[src/rtl/mem_access_ctrl.sv]
// mem_access_ctrl
// EXE-stage sequencer for MIPS loads and stores against a single-port,
// word-wide, big-endian data memory with a req/ack handshake.
//
// Ports
//   i_clk, i_rst_n        clock, asynchronous active-low reset
//   i_valid, i_instr_op   EXE instruction valid and its opcode field
//   i_addr, i_store_data  effective byte address and rt value for stores
//   o_stall               freeze the pipeline while an access is pending
//   o_mem_*               memory request bus (word address, byte enables,
//                         lane-replicated store data), held until ack
//   i_mem_ack, i_mem_rdata  memory completion and read word
//   o_done                1-cycle pulse when an access finishes
//   o_load_op, o_addr_lo, o_load_data  inputs to the load-alignment unit
//   o_addr_err            1-cycle pulse: misaligned access, no bus cycle
//   o_bus_err             1-cycle pulse: access abandoned on timeout
module mem_access_ctrl #(
  parameter int TIMEOUT_CYCLES = 16,
  parameter int CNT_W          = 5
) (
  input  logic        i_clk,
  input  logic        i_rst_n,
  input  logic        i_valid,
  input  logic [5:0]  i_instr_op,
  input  logic [31:0] i_addr,
  input  logic [31:0] i_store_data,
  output logic        o_stall,
  output logic        o_mem_req,
  output logic        o_mem_we,
  output logic [31:0] o_mem_addr,
  output logic [3:0]  o_mem_be,
  output logic [31:0] o_mem_wdata,
  input  logic        i_mem_ack,
  input  logic [31:0] i_mem_rdata,
  output logic        o_done,
  output logic [5:0]  o_load_op,
  output logic [1:0]  o_addr_lo,
  output logic [31:0] o_load_data,
  output logic        o_addr_err,
  output logic        o_bus_err
);

  localparam logic [5:0] OP_LB  = 6'h20;
  localparam logic [5:0] OP_LH  = 6'h21;
  localparam logic [5:0] OP_LWL = 6'h22;
  localparam logic [5:0] OP_LW  = 6'h23;
  localparam logic [5:0] OP_LBU = 6'h24;
  localparam logic [5:0] OP_LHU = 6'h25;
  localparam logic [5:0] OP_LWR = 6'h26;
  localparam logic [5:0] OP_SB  = 6'h28;
  localparam logic [5:0] OP_SH  = 6'h29;
  localparam logic [5:0] OP_SWL = 6'h2A;
  localparam logic [5:0] OP_SW  = 6'h2B;
  localparam logic [5:0] OP_SWR = 6'h2E;

  localparam logic [CNT_W-1:0] CNT_LAST = CNT_W'(TIMEOUT_CYCLES - 1);

  typedef enum logic [1:0] {S_IDLE, S_BUSY, S_DONE} state_t;

  state_t            state_q, state_d;
  logic [CNT_W-1:0]  cnt_q, cnt_d;
  logic              mem_req_q, mem_req_d;
  logic              mem_we_q, mem_we_d;
  logic [31:0]       mem_addr_q, mem_addr_d;
  logic [3:0]        mem_be_q, mem_be_d;
  logic [31:0]       mem_wdata_q, mem_wdata_d;
  logic [5:0]        load_op_q, load_op_d;
  logic [1:0]        addr_lo_q, addr_lo_d;
  logic [31:0]       load_data_q, load_data_d;
  logic              addr_err_q, addr_err_d;
  logic              bus_err_q, bus_err_d;

  logic        is_load, is_store, misalign;
  logic [1:0]  a;
  logic [3:0]  be_c;
  logic [31:0] wdata_c;

  assign a = i_addr[1:0];

  // Opcode decode, alignment check and big-endian lane placement.
  always_comb begin
    is_load  = 1'b0;
    is_store = 1'b0;
    be_c     = 4'b1111;
    wdata_c  = i_store_data;
    case (i_instr_op)
      OP_LB, OP_LH, OP_LWL, OP_LW, OP_LBU, OP_LHU, OP_LWR: is_load = 1'b1;
      OP_SB: begin
        is_store = 1'b1;
        be_c     = 4'b1000 >> a;
        wdata_c  = {4{i_store_data[7:0]}};
      end
      OP_SH: begin
        is_store = 1'b1;
        be_c     = a[1] ? 4'b0011 : 4'b1100;
        wdata_c  = {2{i_store_data[15:0]}};
      end
      OP_SW: is_store = 1'b1;
      OP_SWL: begin
        is_store = 1'b1;
        be_c     = 4'b1111 >> a;
        wdata_c  = i_store_data >> {a, 3'b000};
      end
      OP_SWR: begin
        // Shifting left by 3-a keeps the low (3-a) lanes cleared.
        is_store = 1'b1;
        be_c     = 4'b1111 << (2'd3 - a);
        wdata_c  = i_store_data << {2'd3 - a, 3'b000};
      end
      default: ;
    endcase
    misalign = (((i_instr_op == OP_LW) || (i_instr_op == OP_SW)) && (a != 2'b00)) ||
               (((i_instr_op == OP_LH) || (i_instr_op == OP_LHU) ||
                 (i_instr_op == OP_SH)) && a[0]);
  end

  always_comb begin
    state_d     = state_q;
    cnt_d       = cnt_q;
    mem_req_d   = mem_req_q;
    mem_we_d    = mem_we_q;
    mem_addr_d  = mem_addr_q;
    mem_be_d    = mem_be_q;
    mem_wdata_d = mem_wdata_q;
    load_op_d   = load_op_q;
    addr_lo_d   = addr_lo_q;
    load_data_d = load_data_q;
    addr_err_d  = 1'b0;
    bus_err_d   = 1'b0;
    o_stall     = 1'b0;
    case (state_q)
      S_IDLE: begin
        if (i_valid && (is_load || is_store)) begin
          if (misalign) begin
            addr_err_d = 1'b1;
          end else begin
            o_stall     = 1'b1;
            mem_req_d   = 1'b1;
            mem_we_d    = is_store;
            mem_addr_d  = {i_addr[31:2], 2'b00};
            mem_be_d    = be_c;
            mem_wdata_d = wdata_c;
            load_op_d   = i_instr_op;
            addr_lo_d   = a;
            cnt_d       = '0;
            state_d     = S_BUSY;
          end
        end
      end
      S_BUSY: begin
        o_stall = 1'b1;
        // Ack is checked first so it wins over a coincident timeout.
        if (i_mem_ack) begin
          mem_req_d = 1'b0;
          if (!mem_we_q) load_data_d = i_mem_rdata;
          state_d   = S_DONE;
        end else if (cnt_q == CNT_LAST) begin
          mem_req_d = 1'b0;
          bus_err_d = 1'b1;
          state_d   = S_IDLE;
        end else begin
          cnt_d = cnt_q + CNT_W'(1);
        end
      end
      // The instruction seen in DONE is the next one; it is evaluated in IDLE.
      S_DONE:  state_d = S_IDLE;
      default: state_d = S_IDLE;
    endcase
  end

  always_ff @(posedge i_clk or negedge i_rst_n) begin
    if (!i_rst_n) begin
      state_q     <= S_IDLE;
      cnt_q       <= '0;
      mem_req_q   <= 1'b0;
      mem_we_q    <= 1'b0;
      mem_addr_q  <= '0;
      mem_be_q    <= 4'b0000;
      mem_wdata_q <= '0;
      load_op_q   <= '0;
      addr_lo_q   <= '0;
      load_data_q <= '0;
      addr_err_q  <= 1'b0;
      bus_err_q   <= 1'b0;
    end else begin
      state_q     <= state_d;
      cnt_q       <= cnt_d;
      mem_req_q   <= mem_req_d;
      mem_we_q    <= mem_we_d;
      mem_addr_q  <= mem_addr_d;
      mem_be_q    <= mem_be_d;
      mem_wdata_q <= mem_wdata_d;
      load_op_q   <= load_op_d;
      addr_lo_q   <= addr_lo_d;
      load_data_q <= load_data_d;
      addr_err_q  <= addr_err_d;
      bus_err_q   <= bus_err_d;
    end
  end

  assign o_mem_req   = mem_req_q;
  assign o_mem_we    = mem_we_q;
  assign o_mem_addr  = mem_addr_q;
  assign o_mem_be    = mem_be_q;
  assign o_mem_wdata = mem_wdata_q;
  assign o_done      = (state_q == S_DONE);
  assign o_load_op   = load_op_q;
  assign o_addr_lo   = addr_lo_q;
  assign o_load_data = load_data_q;
  assign o_addr_err  = addr_err_q;
  assign o_bus_err   = bus_err_q;

endmodule

[config.mk]
export PLATFORM = sky130hd
export DESIGN_NAME = mem_access_ctrl
export DESIGN_NICKNAME = d
export VERILOG_FILES = /design/src/rtl/mem_access_ctrl.sv
export SDC_FILE = /design/constraint.sdc
export NUM_CORES = 1
export LEC_CHECK = 0
export CORE_ASPECT_RATIO = 1.4
export CORE_UTILIZATION = 50
export CTS_BUF_LIST = sky130_fd_sc_hd__clkbuf_4 sky130_fd_sc_hd__clkbuf_8
export DETAILED_ROUTE_END_ITERATION = 12
export GPL_TIMING_DRIVEN = 1
export PLACE_DENSITY = 0.88
export SYNTH_ARGS = -nofsm -noshare
export SYNTH_HDL_FRONTEND = slang
export SYNTH_SLANG_ARGS = --single-unit
[constraint.sdc]
create_clock -name i_clk -period 5.8 [get_ports i_clk]
set_clock_uncertainty 0.15 [all_clocks]
set_input_delay 0.58 -clock i_clk [delete_from_list [all_inputs] [get_ports i_clk]]
set_output_delay 0.58 -clock i_clk [all_outputs]
set_load 0.01 [all_outputs]
==> results of run 1 <==
## state kept, by name, indices dropped and copies added (netlist names), 2 cells and up
name,count
o_load_op,6
state_q,2
o_mem_wdata,32
o_addr_lo,2
o_mem_be,4
o_load_data,32
cnt_q,5
o_mem_addr,30
## cell usage after synthesis, types with 2 or more instances
cell type	number
mux2_2	51
a211oi_1	9
and2_0	2
a22o_1	7
o31ai_1	10
nand3b_1	2
nor3b_1	2
mux2i_1	23
nor3_1	4
o21ai_0	20
nand4bb_1	2
buf_6	11
a21o_1	2
o22ai_1	14
a31oi_1	5
ha_1	2
nor2b_1	5
buf_4	4
a22oi_1	14
o21ai_1	24
nor2_1	41
inv_1	5
nand2_1	45
nand4_1	5
nand3_1	4
mux2_4	35
buf_2	14
a21oi_1	14
clkbuf_1	10
nand2b_1	2
o221ai_1	4
buf_1	2
dfrtp_1	117
and2_1	3
## metrics by stage
stage | setup WS [ns] | power, mW
after global routing | 1.87 | 4.12
after global placement | 1.94 | 3.10
after floorplan | 3.57 | 2.15
final | 1.98 | 3.91
after CTS | 2.00 | 3.93
after detailed placement | 1.85 | 3.17
## path summary, 6_finish.rpt
kind                                        to  slack [ns]  depth (start not counted)
worst max-delay path                   o_stall        1.98                          6
worst min-delay path            o_mem_wdata[7]        0.11                          1
worst max register to register  o_mem_addr[26]        3.30                          5
worst min register to register       o_mem_req        0.33                          2
max in group asynchronous       o_mem_addr[17]        4.23                          2
min in group i_clk                   o_mem_req        0.33                          2
## worst max-delay path, stage by stage
cell             delay (ns)
clkdlybuf4s50_1        0.91
and3b_1                0.44
a2bb2oi_2              0.17
or2b_1                 0.25
nand2_1                0.15
clkdlybuf4s50_1        0.58
## layer usage
metal	GRT usage [%]	part of all wire, %
met3	9.05	7.8
met1	34.6	36
met4	16.9	5.3
met2	50.7	51
met5	0	0
## cell type report
type | count | area, um2
multi-input cells | 371 | 2840
well taps | 147 | 184
inverters | 5 | 18.8
fillers | 850 | 3240
clock buffers | 17 | 234
flip-flops and latches | 117 | 2930
repair buffers | 224 | 2220
clock inverters | 14 | 155
## placed cells by master (no fill, tap or decap), drive strengths merged, types with 4 or more instances in the layout
cell type,count
clkdlybuf4s50,216
dfrtp,117
mux2,86
nand2,45
o21ai,44
nor2,41
mux2i,23
clkbuf,17
a21oi,15
o22ai,14
a22oi,14
o31ai,10
a211oi,9
buf,8
inv,8
a22o,7
clkinv,7
a31oi,5
nand4,5
nor2b,5
nor3,5
nand3,5
and2,5
o221ai,4
## kinds of logic (layout without fill, tap and decap cells)
family / Yosys count / in the layout
and+or+nand+nor: 128 / 128
DFF: 117 / 117
muxes: 109 / 109
buffers and inverters: 46 / 260
adders and majority gates: 2 / 2
other: 1 / 2
AOI/OAI and AO/OA: 130 / 130
## power breakdown
group / switching (mW) / internal [mW]
registers: 0.251 / 1.20
clock network: 0.364 / 0.384
logic: 0.662 / 1.05
==> metrics.md, run 1 <==
| Metric | Value |
|---|---|
| Combinational family with the most area after synthesis | `multiplexers` |
| Sequential area share after synthesis | `48.5%` |
| Syn. warnings | `0` |
| Setup Crit Path Kind | `primary input to primary output` |
| Final setup vio count | `0` |
| Startpoint of the worst register-to-register path | `state_q[1]` |
| Remaining global-route overflow | `0` |
| Maximum VDD drop | `~0.25 mV` |
| Number of setup buffers added after CTS | `0` |
| CTS clock-pin slew for the worst setup and hold paths | `0.08 ns` |
| Number of DRC markers in iteration 0 | `roughly 370` |
| Share of cells above drive strength 1 | `17.8%` |
| CTS tree | `built` |
| Die extent in y | `132 um` |
| Cts bufs inserted | `17` |
| Proportion of netlist area held by the largest area contributor | `48.5%` |
| Global-route wire length before repair | `28500 um` |
| Critical Path Fanout Max | `21` |
| Overall global routing resource usage | `a little under a third` |
| Yosys cell types | `53` |
| Die Wd | `94.9 um` |
| Fraction of synthesized area in multiplexers | `22.0%` |
| Synthesized area per cell | `11.3 um2` |
| Synthesis-stage register bit count | `roughly 120` |
| Clock Path Buffers | `2` |
| Vias | `5271` |
| Input/output buffers | `217` |
| Static leakage | `3.69 nW` |
| Initial DRT Pass Iterations | `5` |
| # rows | `47` |
| Post-DR vias/cell | `5.89` |
| Kind of start point of the critical path | `primary input` |
| Primary FF master, synth | `dfrtp_1` |
| Critical path endpoint category | `primary output` |
| Core area | `0.0118 mm2` |
| Final non-filler cell area | `0.00858 mm2` |
| Tightest Hold Check Type | `primary input to async pin` |
| Cell types occupying the most area after synthesis | `dfrtp_1, mux2_2, mux2_4, mux2i_1, nand2_1` |
| Final Hold Vio Count | `0` |
| Netlist area before placement | `0.00604 mm2` |
| Post-place instance area | `0.00819 mm2` |
| Number of inserted diodes | `0` |
| Simple-gate share of the synthesized area | `10.3%` |
| Post-route non-filler standard cell count | `895` |
| Status | `complete, no violations` |
| I/O pin total | `220` |
| Critical path startpoint | `i_instr_op[0]` |
| Final HPWL DP | `approximately 13000 um` |
| Synthesized-area fraction occupied by ao, oa, aoi and oai cells | `14.0%` |
| Source-to-sink clock delay at the later pin of the worst-skew pair | `0.44 ns` |
| Die Footprint | `0.0125 mm2` |
| Antenna violations before repair | `0` |
| Final hold slack | `0.108 ns` |
| Pin count of the biggest net entering global routing | `68` |
| Power density over the cells | `about 460 mW/mm2` |
| Worst rel slew slack | `33.1%` |
| Unrepaired setup endpoints after global routing | `no` |
| DRT Wirelength | `18600 um` |
| Starting Density | `51.1%` |
| Final-report max-slew violation count | `0` |
| Final GP Congestion | `0.942` |
| Required @ worst endpoint | `between 5 and 6 ns` |
| Routed WL per cell | `roughly 21 um` |
| Proportion of register bits with asynchronous set or reset after synthesis | `100%` |
| Core utilization of the finished layout | `about 73%` |
| EDFF count, synth | `0` |
| Synth Area in XOR/XNOR | `0%` |
| Gates resized, CTS repair | `0` |
| Most area-hungry cell type in the Yosys netlist | `dfrtp_1` |
| Cell count after synthesis | `between 500 and 600` |
| Slew at the pin closest to its max-slew limit | `0.999 ns` |
| Layout overhead on the synthesized area | `42.0%` |
| Final worst-path cycle share | `65.9%` |
| Max Clock Freq | `262 MHz` |
| Remaining design rule violation count | `0` |
| Cts hold-fix bufs | `0` |
| Tmin final | `3.82 ns` |
| Crit path arrival time | `~3.1 ns` |
| Count of antenna-violating nets left after detailed routing | `0` |
| Number of sinks on the clock net | `roughly 120` |
| Vias in the first global route | `5458` |
| Arithmetic-cell share of the synthesized area counting full adders, half adders and majority gates | `0.414%` |
| Final #Nets | `approximately 840` |
| Clock H-tree levels | `4` |
| Number of max-capacitance violations reported | `0` |
| Setup TNS | `0 ns` |
| Placed Instances | `864` |
| Root buf cell | `clkbuf_8` |
Power figures use the tool's default switching activity.
==> run 2: changes to the inputs <==
--- a/config.mk
+++ b/config.mk
@@ -6,11 +6,11 @@
 export NUM_CORES = 1
 export LEC_CHECK = 0
 export CORE_ASPECT_RATIO = 1.4
-export CORE_UTILIZATION = 50
+export CORE_UTILIZATION = 42
 export CTS_BUF_LIST = sky130_fd_sc_hd__clkbuf_4 sky130_fd_sc_hd__clkbuf_8
 export DETAILED_ROUTE_END_ITERATION = 12
 export GPL_TIMING_DRIVEN = 1
-export PLACE_DENSITY = 0.88
+export PLACE_DENSITY = 0.79
 export SYNTH_ARGS = -nofsm -noshare
 export SYNTH_HDL_FRONTEND = slang
 export SYNTH_SLANG_ARGS = --single-unit
==> constraint.sdc (replaced) <==
create_clock -name i_clk -period 3.1 [get_ports i_clk]
set_clock_uncertainty 0.15 [all_clocks]
set_input_delay 0.31 -clock i_clk [delete_from_list [all_inputs] [get_ports i_clk]]
set_output_delay 0.31 -clock i_clk [all_outputs]
set_load 0.01 [all_outputs]
==> metrics.md, run 2 (synthesis results as in run 1) <==
| Metric | Value |
|---|---|
| Share of cells above drive strength 1 | `18.5% (was 17.8%)` |
| Final #Nets | `851 (was 844)` |
| # rows | `51 (was 47)` |
| Tightest Hold Check Type | `primary input to flip-flop (was primary input to async pin)` |
| Number of max-capacitance violations reported | `0 (unchanged)` |
| Cts bufs inserted | `17 (unchanged)` |
| Count of antenna-violating nets left after detailed routing | `0 (unchanged)` |
| Maximum VDD drop | `0.381 mV (was 0.250 mV)` |
| Combinational share of power | `44.3% (was 43.9%)` |
| Vias | `5277 (was 5271)` |
| Vias in the first global route | `5346 (was 5458)` |
| Total power after layout | `7.26 mW (was 3.91 mW)` |
| Number of sinks on the clock net | `117 (unchanged)` |
| Net Sw Power | `2.38 mW (was 1.28 mW)` |
| Global-route wire length before repair | `28300 um (was 28500 um)` |
| Startpoint of the worst register-to-register path | `state_q[1] (unchanged)` |
| Critical Path Fanout Max | `9 (was 21)` |
| DRT Wirelength | `19100 um (was 18600 um)` |
| CTS tree | `built (unchanged)` |
| Critical Path Sink | `o_stall (unchanged)` |
| Power density over the cells | `834 mW/mm2 (was 456 mW/mm2)` |
| Tmin final | `2.82 ns` |
| Switch share | `32.8% (was 32.6%)` |
| Setup TNS | `0 ns (unchanged)` |
| Required @ worst endpoint | `2.64 ns (was 5.07 ns)` |
| Clock network fraction of design power | `18.5% (was 19.1%)` |
| Die Footprint | `0.0149 mm2 (was 0.0125 mm2)` |
| Source-to-sink clock delay at the later pin of the worst-skew pair | `0.45 ns (was 0.44 ns)` |
| Total internal power | `4.88 mW (was 2.63 mW)` |
| Post-place instance area | `0.00832 mm2 (was 0.00819 mm2)` |
| FF-to-FF End | `o_mem_addr[4] (was o_mem_addr[26])` |
| Final-report max-slew violation count | `0 (unchanged)` |
| Static leakage | `3.73 nW (was 3.69 nW)` |
| Antenna violations before repair | `0 (unchanged)` |
| Commonest non-fill, non-tap cell in the layout | `clkdlybuf4s50_1 (unchanged)` |
| Remaining design rule violation count | `0 (unchanged)` |
| Starting Density | `43.2% (was 51.1%)` |
| Pin count of the biggest net entering global routing | `77 (was 68)` |
| Die extent in y | `144 um (was 132 um)` |
| Final GP Congestion | `0.876 (was 0.942)` |
| Die Wd | `103 um (was 94.9 um)` |
| Kind of start point of the critical path | `primary input (unchanged)` |
| Initial DRT Pass Iterations | `5 (unchanged)` |
| Final HPWL DP | `13600 um (was 13100 um)` |
| Root buf cell | `clkbuf_8 (unchanged)` |
| Final Hold Vio Count | `0 (unchanged)` |
| Sequential Power Share | `37.2% (was 37.0%)` |
| Final non-filler cell area | `0.00870 mm2 (was 0.00858 mm2)` |
| I/O pin total | `220 (unchanged)` |
| Core area | `0.0140 mm2 (was 0.0118 mm2)` |
| FILL cells | `1105 (was 850)` |
| Remaining global-route overflow | `0 (unchanged)` |
| Status | `complete, no violations (unchanged)` |
| Setup Crit Path Kind | `primary input to primary output (unchanged)` |
| Worst rel slew slack | `36.1% (was 33.1%)` |
| Total area of sequential cells | `0.00293 mm2 (unchanged)` |
| Number of setup buffers added after CTS | `0 (unchanged)` |
| Number of DRC markers in iteration 0 | `448 (was 371)` |
| Critical path endpoint category | `primary output (unchanged)` |
| CTS clock-pin slew for the worst setup and hold paths | `0.08 ns (about the same)` |
| Area occupied by multi-input gates | `0.00284 mm2 (unchanged)` |
| Cell count of the worst reg-to-reg path | `5 (unchanged)` |
| Gates resized, CTS repair | `0 (unchanged)` |
| Clock Path Buffers | `2 (unchanged)` |
| Layout overhead on the synthesized area | `44.0% (was 42.0%)` |
| Final setup vio count | `0 (unchanged)` |
| Routed WL per cell | `20.3 um (was 20.8 um)` |
| Flop2flop setup slack | `0.96 ns (was 3.30 ns)` |
| Slew at the pin closest to its max-slew limit | `0.959 ns (was 0.999 ns)` |
| Final worst-path cycle share | `91.1%` |
| Commonest cells after routing, fill and taps aside | `clkdlybuf4s50_1, dfrtp_1, mux2_2, nand2_1, nor2_1 (unchanged)` |
| Cts hold-fix bufs | `1 (was 0)` |
| Critical path startpoint | `i_instr_op[1] (was i_instr_op[0])` |
| Input/output buffers | `217 (unchanged)` |
| Post-DR vias/cell | `5.61 (was 5.89)` |
| Unrepaired setup endpoints after global routing | `no (unchanged)` |
| Max Clock Freq | `around 350 MHz` |
| Overall global routing resource usage | `25.8% (was 30.6%)` |
| Crit path arrival time | `2.36 ns (was 3.09 ns)` |
| Number of inserted diodes | `0 (unchanged)` |
| Clock H-tree levels | `4 (unchanged)` |
run 2: cell types whose count changed in the layout (fill, tap and decap cells not counted), sizes merged:
cell	change
clkinvlp	+2
buf	+6
dlygate4sd3	+1
clkbuf	+1
clkinv	-1
bufinv	-1
run 2: metrics by stage:
stage / worst slack (ns) / utilization [%] / hold slack, ns / cells
after detailed placement: 0.335 / 59.5 / 0.302 / 908
after floorplan: 1.14 / - / -0.136 / 534
after global routing: 0.180 / 62.3 / 0.305 / 941
after global placement: 0.407 / 59.5 / 0.304 / 908
after CTS: 0.307 / 62.3 / 0.302 / 941
final: 0.276 / 62.3 / 0.315 / 941
run 2: critical path, cell delays in order:
cell and delay, ns:
clkdlybuf4s50_1 0.68, mux2i_1 0.26, o21ai_1 0.12, or2b_1 0.24, nand2_1 0.17, clkdlybuf4s50_1 0.57
run 2: final cells by class:
cell class / instances / area share, %
clock inverter: 14 / 1.47
clock buffer: 18 / 2.85
timing repair buffer: 231 / 26.6
tap: 185 / 2.66
sequential: 117 / 33.6
inverter: 5 / 0.216
multi-input combinational: 371 / 32.6
run 2: worst min path at each step:
stage	startpoint	to	slack, ns	cells past startpoint
after global placement	o_load_op[5]	o_load_op[5]	0.30	1
after CTS	i_mem_rdata[26]	o_load_data[26]	0.30	2
after global routing	i_mem_rdata[24]	o_load_data[24]	0.30	2
final	i_mem_rdata[26]	o_load_data[26]	0.32	2
after detailed placement	o_load_op[5]	o_load_op[5]	0.30	1
after floorplan	i_rst_n	cnt_q[0]	-0.14	0
run 2: power by group through the flow:
stage	clock network, mW	logic [mW]	registers (mW)
global placement	0	3.16	2.67
finish	1.34	3.22	2.70
floorplan	0	1.07	2.95
global route	1.45	3.43	2.78
detailed placement	0	3.22	2.73
CTS	1.37	3.25	2.70
run 2: routing by layer:
| layer | part of all wire [%] | track usage (%) | wire (um) | vias to the layer above |
|---|---|---|---|---|
| met5 | 0 | 0 | 0 | - |
| met4 | 5.8 | 18.4 | 1100 | 0 |
| met3 | 7.3 | 5.35 | 1390 | 74 |
| met2 | 51 | 44.6 | 9650 | 285 |
| met1 | 36 | 27.4 | 6910 | 2563 |
| li1 | - | - | - | 2355 |
==> RTL change, RTL diff (settings of run 2) <==
The parameter `TIMEOUT_CYCLES` goes from 16 to 8.
--- a/src/rtl/mem_access_ctrl.sv
+++ b/src/rtl/mem_access_ctrl.sv
@@ -15,7 +15,7 @@
 //   o_addr_err            1-cycle pulse: misaligned access, no bus cycle
 //   o_bus_err             1-cycle pulse: access abandoned on timeout
 module mem_access_ctrl #(
-  parameter int TIMEOUT_CYCLES = 16,
+  parameter int TIMEOUT_CYCLES = 8,
   parameter int CNT_W          = 5
 ) (
   input  logic        i_clk,
Behaviour: same outputs for any inputs over 4 cycles, from zero or initial values and one cycle with i_rst_n low; that may be too few to reach the edited logic, so the function may still have changed.
==> RTL change against run 2 <==
Synthesized area up 0.81%. Core utilization up 0.65 points. Synthesized cell count down 1.9%. Sequential cell count unchanged. Critical path depth increased by 2. Final area increased by 1.5%. Total power is 20% lower. Die area grew 0.79%. Worst setup slack improved by 0.078 ns. Register-to-register slack got worse by 0.07 ns. Wire length down 3.4%.
==> RTL change: results (changes against run 2) <==
- Status: finished, final reports clean
- 1st-iter DRT viols: 358 (-20%)
- Post-DP HPWL: 13,600 um (-0.11%)
- Largest net degree at the start of global routing: 68 (-12%)
- XOR/XNOR Fraction of Synth Area: 0% (unchanged)
- Area post-placement: 8440 sq um (+1.5%)
- Area contributors post-synth: dfrtp_1 48%, mux2_4 9.9%, mux2_1 6.8%
- CP startpoint: i_instr_op[1]
- Post-CTS Resized: 0 (unchanged)
- Root Driver: clkbuf_8
- Max stage delay cell, worst path: clkdlybuf4s50_1
- P_leak: 3.85 nW (+3.3%)
- Vias in the first global route: 5,290 (-1.0%)
- Drc violations: 0 (unchanged)
- Total GRT Usage: 25.0% (-0.84 points)
- Worst Path Max Fanout: 10 (+1)
- Slowest stage delay, CP: 0.50 ns (-0.18 ns)
- DRT Pass-1 Iters: 5 (unchanged)
- Mapped Cells: 523 (-1.9%)
- CP endpoint: o_stall
- Ys async rst share: 100% (unchanged)
- Latest clock arrival within the worst-skew pair: 0.42 ns (-0.03 ns)
- Total CTS buffers: 17 (unchanged)
- Max_slew headroom: 28.9% (-7.2 points)
- Final core occ: 62.9% (+0.65 points)
- Layout cells sized above 1: 14.4% (-4.2 points)
- Pre-CTS WS: 0.349 ns (+0.0131 ns)
- GPL Wtd Cong: 0.915 (+4.4%)
- Via count: 5,213 (-1.2%)
- Power per cell area: 662 nW/um^2 (-21%)
- Reg2Reg Depth: 6 (+1)
- Filler cell count: 1,131 (+2.4%)
- Placed cells: 904 (-0.44%)
- Hold Startpoint: i_addr[0]
- Register area share after synthesis: 48.1% (-0.39 points)
- Synth unique cells: 57 (+7.5%)
- Antenna cells: 0 (unchanged)
- Hold EP: o_mem_be[1]
- Peak VDD IR: 292 uV (-23%)
- Layout Cells excl Fill: 937 (-0.43%)
- Compound-gate portion of the synthesized area: 14.8% (+0.85 points)
- Commonest cells post-synth: 117 x dfrtp_1, 43 x nand2_1, 40 x mux2_4, 37 x mux2_1, 34 x o21ai_1
- Post-synthesis adder-cell area fraction: 0.205% (-0.21 points)
- Nets@finish: 846 (-0.59%)
- Clock Power Share: 23.2% (+4.7 points)
- Min Hold Slack: 0.243 ns (-0.0722 ns)
- # hold bufs at CTS: 1 (unchanged)
- R2R setup slack: 0.89 ns (-0.07 ns)
- Reg clk slew, reported paths: 0.08 ns (about the same)
- R2R Path Start: cnt_q[0]
- WHS Path Cells: 4 (+2)
- Pint: 4.03 mW (-17%)
- First-pass GRT wire length: 29,000 um (+2.3%)
- Tmin final: 2.75 ns (-0.0781 ns)
- Reg-to-reg endpoint: cnt_q[3]
- Crit path arrival time: 2.29 ns (-0.07 ns)
- DRT Wirelength: 18,400 um (-3.4%)
- Multiplexer share of the synthesized area: 23.3% (+1.3 points)
- Logic pwr share: 37.7% (-6.6 points)
## RTL change: cell count changes after synthesis, sizes merged, moves of 5 or more
| cell | run 2 | this run |
|---|---|---|
| a211oi | 9 | 2 |
| a222oi | 0 | 5 |
| a31oi | 5 | 0 |
| buf | 31 | 20 |
| clkbuf | 10 | 22 |
| mux2i | 23 | 28 |
| nor2 | 41 | 26 |
| o22ai | 14 | 0 |
| o2bb2ai | 0 | 14 |
| o31ai | 10 | 5 |
| o32a | 0 | 5 |
## RTL change: layout make-up
type | count | share of cell area [%]
clock buffers | 18 | 2.73
clock inverters | 14 | 1.60
inverters | 7 | 0.297
multi-input cells | 358 | 33.0
flip-flops and latches | 117 | 33.1
well taps | 185 | 2.62
repair buffers | 238 | 26.6
## RTL change: routing by layer
| metal | wire length [um] | global-route usage (%) |
|---|---|---|
| met5 | 0 | 0 |
| met2 | 9340 | 43.5 |
| met1 | 7280 | 30.4 |
| met4 | 576 | 10.5 |
| met3 | 1210 | 4.82 |
